$ cat src/rtl/uart_cmd_wrapper_if.sv
// Handshake bundle between the UART byte transceiver, uart_cmd_wrapper and
// cmd_proc.
//   master : the wrapper side (drives clr_rx_rdy, cmd, cmd_rdy, trmt, tx_data,
//            resp_sent, sync_err, resp_ovf and the two FSM debug states)
//   slave  : the environment side (UART transceiver + cmd_proc)
//
// Handshake semantics:
//   rx_rdy is a level held by the UART until the wrapper returns a one-cycle
//   clr_rx_rdy; cmd_rdy is a sticky valid that holds until clr_cmd_rdy;
//   send_resp, trmt, tx_done, resp_sent, sync_err and resp_ovf are one-cycle
//   pulses.
interface uart_cmd_wrapper_if;
  logic        rx_rdy;
  logic [7:0]  rx_data;
  logic        clr_rx_rdy;
  logic [15:0] cmd;
  logic        cmd_rdy;
  logic        clr_cmd_rdy;
  logic [7:0]  resp;
  logic        send_resp;
  logic        trmt;
  logic [7:0]  tx_data;
  logic        tx_done;
  logic        resp_sent;
  logic        sync_err;
  logic        resp_ovf;
  // debug: current FSM states (RX: 0=RX_HI 1=RX_LO, TX: 0=TX_IDLE 1=TX_BUSY)
  logic        rx_state;
  logic        tx_state;

  modport master (
    input  rx_rdy, rx_data, clr_cmd_rdy, resp, send_resp, tx_done,
    output clr_rx_rdy, cmd, cmd_rdy, trmt, tx_data, resp_sent, sync_err,
           resp_ovf, rx_state, tx_state
  );

  modport slave (
    output rx_rdy, rx_data, clr_cmd_rdy, resp, send_resp, tx_done,
    input  clr_rx_rdy, cmd, cmd_rdy, trmt, tx_data, resp_sent, sync_err,
           resp_ovf, rx_state, tx_state
  );
endinterface

$ cat src/rtl/uart_cmd_wrapper.sv
// Knight-side glue between the UART byte transceiver and cmd_proc.
//  - RX: pairs two received bytes (high first) into a 16-bit command with a
//    sticky cmd_rdy; an inter-byte timeout drops a lone high byte.
//  - TX: sends response bytes through a 1-entry holding buffer.
// Ports:
//   clk   : system clock
//   rst_n : synchronous active-low reset
//   bus   : uart_cmd_wrapper_if.master (all handshake/data signals)
module uart_cmd_wrapper #(
  parameter int TIMEOUT_CLKS = 1000000,
  parameter int TO_W         = 20
) (
  input logic               clk,
  input logic               rst_n,
  uart_cmd_wrapper_if.master bus
);

  localparam logic [0:0] RX_HI   = 1'b0;
  localparam logic [0:0] RX_LO   = 1'b1;
  localparam logic [0:0] TX_IDLE = 1'b0;
  localparam logic [0:0] TX_BUSY = 1'b1;

  localparam logic [TO_W-1:0] TO_LIMIT = TO_W'(TIMEOUT_CLKS - 1);

  // RX path state
  logic [0:0]      rx_state;
  logic [7:0]      hi_byte;
  logic [TO_W-1:0] to_cnt;
  logic [15:0]     cmd_q;
  logic            cmd_rdy_q;
  logic            clr_rx_q;
  logic            sync_err_q;

  // TX path state
  logic [0:0]      tx_state;
  logic [7:0]      tx_data_q;
  logic            trmt_q;
  logic            resp_sent_q;
  logic            resp_ovf_q;
  logic [7:0]      pend_q;
  logic            pend_vld;

  logic accept;
  logic hi_accept;
  logic lo_accept;
  logic to_hit;

  // A byte is never taken while its own clr_rx_rdy is still in flight, since
  // the UART only drops rx_rdy after seeing that pulse.
  always_comb begin
    accept    = bus.rx_rdy & ~clr_rx_q;
    hi_accept = accept & (rx_state == RX_HI);
    lo_accept = accept & (rx_state == RX_LO);
    to_hit    = (rx_state == RX_LO) & ~accept & (to_cnt == TO_LIMIT);
  end

  always_ff @(posedge clk) begin
    if (!rst_n) begin
      rx_state   <= RX_HI;
      hi_byte    <= 8'h00;
      to_cnt     <= '0;
      cmd_q      <= 16'h0000;
      cmd_rdy_q  <= 1'b0;
      clr_rx_q   <= 1'b0;
      sync_err_q <= 1'b0;
    end else begin
      clr_rx_q   <= accept;
      sync_err_q <= to_hit;

      if (hi_accept) begin
        hi_byte  <= bus.rx_data;
        to_cnt   <= '0;
        rx_state <= RX_LO;
      end else if (lo_accept) begin
        cmd_q    <= {hi_byte, bus.rx_data};
        rx_state <= RX_HI;
      end else if (to_hit) begin
        hi_byte  <= 8'h00;
        to_cnt   <= '0;
        rx_state <= RX_HI;
      end else if (rx_state == RX_LO) begin
        to_cnt <= to_cnt + 1'b1;
      end

      // A new command beats a simultaneous acknowledge; a new high byte
      // invalidates whatever command was still waiting.
      if (lo_accept)
        cmd_rdy_q <= 1'b1;
      else if (hi_accept || bus.clr_cmd_rdy)
        cmd_rdy_q <= 1'b0;
    end
  end

  always_ff @(posedge clk) begin
    if (!rst_n) begin
      tx_state    <= TX_IDLE;
      tx_data_q   <= 8'h00;
      trmt_q      <= 1'b0;
      resp_sent_q <= 1'b0;
      resp_ovf_q  <= 1'b0;
      pend_q      <= 8'h00;
      pend_vld    <= 1'b0;
    end else begin
      trmt_q      <= 1'b0;
      resp_sent_q <= 1'b0;
      resp_ovf_q  <= 1'b0;

      case (tx_state)
        TX_IDLE: begin
          if (bus.send_resp) begin
            tx_data_q <= bus.resp;
            trmt_q    <= 1'b1;
            tx_state  <= TX_BUSY;
          end
        end
        default: begin
          if (bus.tx_done) begin
            resp_sent_q <= 1'b1;
            if (pend_vld) begin
              // Pending byte goes out; a coincident request refills the slot.
              tx_data_q <= pend_q;
              trmt_q    <= 1'b1;
              if (bus.send_resp)
                pend_q <= bus.resp;
              else
                pend_vld <= 1'b0;
            end else if (bus.send_resp) begin
              tx_data_q <= bus.resp;
              trmt_q    <= 1'b1;
            end else begin
              tx_state <= TX_IDLE;
            end
          end else if (bus.send_resp) begin
            if (pend_vld) begin
              resp_ovf_q <= 1'b1;
            end else begin
              pend_q   <= bus.resp;
              pend_vld <= 1'b1;
            end
          end
        end
      endcase
    end
  end

  assign bus.clr_rx_rdy = clr_rx_q;
  assign bus.cmd        = cmd_q;
  assign bus.cmd_rdy    = cmd_rdy_q;
  assign bus.sync_err   = sync_err_q;
  assign bus.trmt       = trmt_q;
  assign bus.tx_data    = tx_data_q;
  assign bus.resp_sent  = resp_sent_q;
  assign bus.resp_ovf   = resp_ovf_q;
  assign bus.rx_state   = rx_state;
  assign bus.tx_state   = tx_state;

endmodule
$ cat src/flat_wrapper.sv
// flat-port wrapper written by rule: the top's interface ports become plain ports
module uart_cmd_wrapper_flat 
#(
  parameter int TIMEOUT_CLKS = 1000000,
  parameter int TO_W         = 20
)
  (clk, rst_n, bus_rx_rdy, bus_rx_data, bus_clr_cmd_rdy, bus_resp, bus_send_resp, bus_tx_done, bus_clr_rx_rdy, bus_cmd, bus_cmd_rdy, bus_trmt, bus_tx_data, bus_resp_sent, bus_sync_err, bus_resp_ovf, bus_rx_state, bus_tx_state);
  uart_cmd_wrapper_if bus_i ();
  input logic clk;
  input logic rst_n;
  input wire logic [$bits(bus_i.rx_rdy)-1:0] bus_rx_rdy;
  input wire logic [$bits(bus_i.rx_data)-1:0] bus_rx_data;
  input wire logic [$bits(bus_i.clr_cmd_rdy)-1:0] bus_clr_cmd_rdy;
  input wire logic [$bits(bus_i.resp)-1:0] bus_resp;
  input wire logic [$bits(bus_i.send_resp)-1:0] bus_send_resp;
  input wire logic [$bits(bus_i.tx_done)-1:0] bus_tx_done;
  output wire logic [$bits(bus_i.clr_rx_rdy)-1:0] bus_clr_rx_rdy;
  output wire logic [$bits(bus_i.cmd)-1:0] bus_cmd;
  output wire logic [$bits(bus_i.cmd_rdy)-1:0] bus_cmd_rdy;
  output wire logic [$bits(bus_i.trmt)-1:0] bus_trmt;
  output wire logic [$bits(bus_i.tx_data)-1:0] bus_tx_data;
  output wire logic [$bits(bus_i.resp_sent)-1:0] bus_resp_sent;
  output wire logic [$bits(bus_i.sync_err)-1:0] bus_sync_err;
  output wire logic [$bits(bus_i.resp_ovf)-1:0] bus_resp_ovf;
  output wire logic [$bits(bus_i.rx_state)-1:0] bus_rx_state;
  output wire logic [$bits(bus_i.tx_state)-1:0] bus_tx_state;
  assign bus_i.rx_rdy = bus_rx_rdy;
  assign bus_i.rx_data = bus_rx_data;
  assign bus_i.clr_cmd_rdy = bus_clr_cmd_rdy;
  assign bus_i.resp = bus_resp;
  assign bus_i.send_resp = bus_send_resp;
  assign bus_i.tx_done = bus_tx_done;
  assign bus_clr_rx_rdy = bus_i.clr_rx_rdy;
  assign bus_cmd = bus_i.cmd;
  assign bus_cmd_rdy = bus_i.cmd_rdy;
  assign bus_trmt = bus_i.trmt;
  assign bus_tx_data = bus_i.tx_data;
  assign bus_resp_sent = bus_i.resp_sent;
  assign bus_sync_err = bus_i.sync_err;
  assign bus_resp_ovf = bus_i.resp_ovf;
  assign bus_rx_state = bus_i.rx_state;
  assign bus_tx_state = bus_i.tx_state;
  uart_cmd_wrapper #(.TIMEOUT_CLKS(TIMEOUT_CLKS), .TO_W(TO_W)) u_core (.clk(clk), .rst_n(rst_n), .bus(bus_i));
endmodule
$ cat config.mk
export PLATFORM = sky130hd
export DESIGN_NAME = uart_cmd_wrapper_flat
export DESIGN_NICKNAME = d
export VERILOG_FILES = /design/src/rtl/uart_cmd_wrapper_if.sv /design/src/rtl/uart_cmd_wrapper.sv /design/src/flat_wrapper.sv
export SDC_FILE = /design/constraint.sdc
export NUM_CORES = 1
export LEC_CHECK = 0
export CAP_MARGIN = 20
export CORE_UTILIZATION = 56
export DETAILED_ROUTE_END_ITERATION = 12
export PLACE_DENSITY_LB_ADDON = 0.12
export REMOVE_ABC_BUFFERS = 1
export SLEW_MARGIN = 10
export SYNTH_ARGS = -nofsm -noshare
export SYNTH_HDL_FRONTEND = slang
export SYNTH_SLANG_ARGS = --single-unit
export TNS_END_PERCENT = 30
$ cat constraint.sdc
create_clock -name clk -period 4.7 [get_ports clk]
set_input_delay 0.94 -clock clk [delete_from_list [all_inputs] [get_ports clk]]
set_output_delay 0.94 -clock clk [all_outputs]
set_load 0.005 [all_outputs]
==> results.sh <==
export IMPL_post_drt_wl_per_cell_um=13.6
export IMPL_synth_top_family_by_area="simple AND/OR/NAND/NOR gates"
export IMPL_cp_slowest_stage_delay_ns=0.57
export IMPL_arrival_ns=3.03
export IMPL_reg2reg_from="u_core.bus.clr_rx_rdy"
export IMPL_first_global_vias=2163
export IMPL_insertion_delay_ns=0.34
export IMPL_ys_ff_latch=69
export IMPL_die_w_um=74.1
export IMPL_routed_wl_mm=6.11
export IMPL_status="finished, final reports clean"
export IMPL_end_kind="register"
export IMPL_drc=0
export IMPL_maxCapViolCount=0
export IMPL_hold_violations=0
export IMPL_synth_cell_types=42
export IMPL_cp_start_kind="input pin"
export IMPL_synthXorXnorAreaFrac_pct=1.81
export IMPL_fin_crit_ns=2.82
export IMPL_grt_overflow=0
export IMPL_crit_slowest_cell="o21bai_2"
export IMPL_n_fill_cell=357
export IMPL_tns_ns=0
export IMPL_cts_buffers=9
export IMPL_muxShareOfSynthArea_pct=2.75
export IMPL_cts_sinks=69
export IMPL_synth_compound_area_share_pct=16.1
export IMPL_ff2ff_setup_slack_ns=2.51
export IMPL_p_leak_nw=1.30
export IMPL_mostFrequentLayoutCell="dfxtp_1"
export IMPL_synthAdderAreaFrac_pct=0.430
export IMPL_fin_skew_ns=0.00620
export IMPL_cts_htree_levels=3
export IMPL_hpwl_mm=3.99
export IMPL_antenna_found_initial=0
export IMPL_placed_area_um2=3450
export IMPL_drive_above_1_share_pct=7.31
export IMPL_ctsHoldBuffers=0
export IMPL_post_route_period_util_pct=60.0
export IMPL_synth_edf_count=0
export IMPL_cts_tree="yes"
export IMPL_grt_max_degree=23
export IMPL_drtIter0Drc=172
export IMPL_hold_class="register to register"
export IMPL_io_buffers=53
export IMPL_ys_flop_type="dfxtp_1"
export IMPL_slew_headroom_pct=28.5
export IMPL_fmax_ghz=0.354
export IMPL_cp_cell_sequence="clkdlybuf4s50_1, nand2b_1, nand4_1, o21bai_2, buf_4, o21ai_0"
export IMPL_crit_type="input pin to register"
export IMPL_reg2reg_to="u_core.hi_byte[4]"
export IMPL_num_vias=2431
export IMPL_cts_repair_resized=0
export IMPL_grt_use_total_pct=23.8
export IMPL_r2r_cells=5
export IMPL_antenna_cells=0
export IMPL_rsz0062_at_grt="no"
export IMPL_ys_warn_count=0
export IMPL_grt_pass1_wl_mm=9.88
export IMPL_synth_cells=329
export IMPL_rows=25
export IMPL_via_per_inst=5.40
export IMPL_drv_slew=0
export IMPL_worst_pin_slew_ns=1.07
export IMPL_mostFrequentLayoutCells="dfxtp_1, nand2_1, clkdlybuf4s50_1"
export IMPL_cts_buffer_depth=2
export IMPL_cts_root_buffer="clkbuf_8"
export IMPL_nets=401
export IMPL_postLayoutCellArea_um2=3740
export IMPL_firstDrtPassIters=4
export IMPL_vdd_drop_max_v=0.000277
export IMPL_finalSetupViolCount=0
export IMPL_synth_area_um2=2910
export IMPL_antenna_left=0
export IMPL_synth_async_reset_ratio_pct=0
export IMPL_hp_start="u_core.hi_byte[3]"
export IMPL_fin_hold_ws_ns=0.466
export IMPL_coreArea_um2=4850
export IMPL_initial_utilization_pct=60.0
export IMPL_path_clk_slew_ns=0.07
export IMPL_power_density_nw_per_um2=378
export IMPL_hold_path_end="u_core.hi_byte[3]"
export IMPL_postCtsSetupBuffers=0
export IMPL_area_growth_pct=28.4
export IMPL_die_y_um=74.1
export IMPL_io_pins=54
export IMPL_worst_path_buf_inv=2
export IMPL_gp_congestion=0.831
export IMPL_synth_simple_area_share_pct=26.8
export IMPL_crit_fanout=15
export IMPL_synth_seq_area_share_pct=47.5
export IMPL_hold_path_cell_count=2
export IMPL_required_ns=4.91
export IMPL_dieArea_um2=5490
export IMPL_cpLargestDelayFamily="buffers and inverters"
export IMPL_avgSynthCellArea_um2=8.85
stage by stage:
stage	setup slack, ns	utilization [%]	power [W]	cells
after global routing	1.64	77.1	0.00146	450
after floorplan	2.27	-	0.000677	312
after CTS	1.87	77.1	0.00142	450
after detailed placement	1.55	71.1	0.000740	434
after global placement	1.65	71.1	0.000738	434
final	1.88	77.1	0.00141	450
cell usage after synthesis, drive strengths merged (4+ instances only):
master	number	area (um2)
nor2	14	52.6
buf	6	38.8
or4	8	75.1
nor3	4	31.3
a21boi	17	128
or3	5	31.3
nand4	10	77.6
a21oi	15	90.1
o211a	6	60.1
inv	12	45.0
nand2	59	221
dfxtp	69	1380
nand3	18	90.1
mux2i	8	80.1
and2	5	31.3
clkbuf	11	51.3
o31ai	8	60.1
nor2b	12	75.1
o21ai	16	80.1
flip-flops by register name, summed over array words and instances (netlist names):
signal / count
u_core.to_cnt: 20
u_core.hi_byte: 8
u_core.bus.tx_state: 1
u_core.bus.sync_err: 1
u_core.bus.trmt: 1
u_core.bus.clr_rx_rdy: 1
u_core.bus.resp_ovf: 1
u_core.bus.cmd_rdy: 1
u_core.pend_vld: 1
u_core.bus.cmd: 16
u_core.bus.rx_state: 1
u_core.bus.resp_sent: 1
u_core.bus.tx_data: 8
u_core.pend_q: 8
how the worst max path moves through the flow:
stage / startpoint / endpoint / slack (ns) / cells past startpoint
final: bus_rx_rdy / u_core.hi_byte[4] / 1.88 / 6
after CTS: bus_rx_rdy / u_core.hi_byte[4] / 1.87 / 6
after global placement: rst_n / u_core.hi_byte[2] / 1.65 / 5
after floorplan: bus_rx_rdy / u_core.hi_byte[0] / 2.27 / 4
after global routing: bus_rx_rdy / u_core.hi_byte[4] / 1.64 / 6
after detailed placement: bus_rx_rdy / u_core.hi_byte[4] / 1.55 / 6
layout make-up:
type / instances / area [um2] / share of cell area [%]
clock buffers: 10 / 128 / 3.42
clock inverters: 6 / 159 / 4.25
inverters: 12 / 45.0 / 1.21
multi-input cells: 231 / 1390 / 37.3
flip-flops and latches: 69 / 1380 / 37.0
well taps: 67 / 83.8 / 2.24
repair buffers: 55 / 546 / 14.6
power breakdown:
group / switching [W] / internal, W / total [W]
clock: 0.000221 / 0.000461 / 0.000682
sequential: 0.0000163 / 0.000605 / 0.000621
combinational: 0.0000497 / 0.0000582 / 0.000108
worst min-delay path: cells and delay by family (launching register included):
kind | cells | cell delay, ns
buf+inv | 1 | 0.05
compound gates | 1 | 0.06
flops | 1 | 0.32
layer usage:
metal / wire [um] / up-vias / share of wire, % / global-route usage [%]
met1: 2920 / 1121 / 48 / 30.6
li1: - / 1245 / - / -
met5: 0 / - / 0 / 0
met4: 93 / 0 / 1.5 / 12.0
met3: 283 / 9 / 4.6 / 4.34
met2: 2810 / 56 / 46 / 38.4
kinds of logic (layout without fill, tap and decap cells):
family          count (synthesis)  count (layout)
buf+inv                        29              83
simple gates                  148             148
fa+ha+maj                       1               1
flops                          69              69
xor+xnor                        6               6
compound gates                 68              68
mux                             8               8
Note: power is estimated with default switching activity, not from simulation.
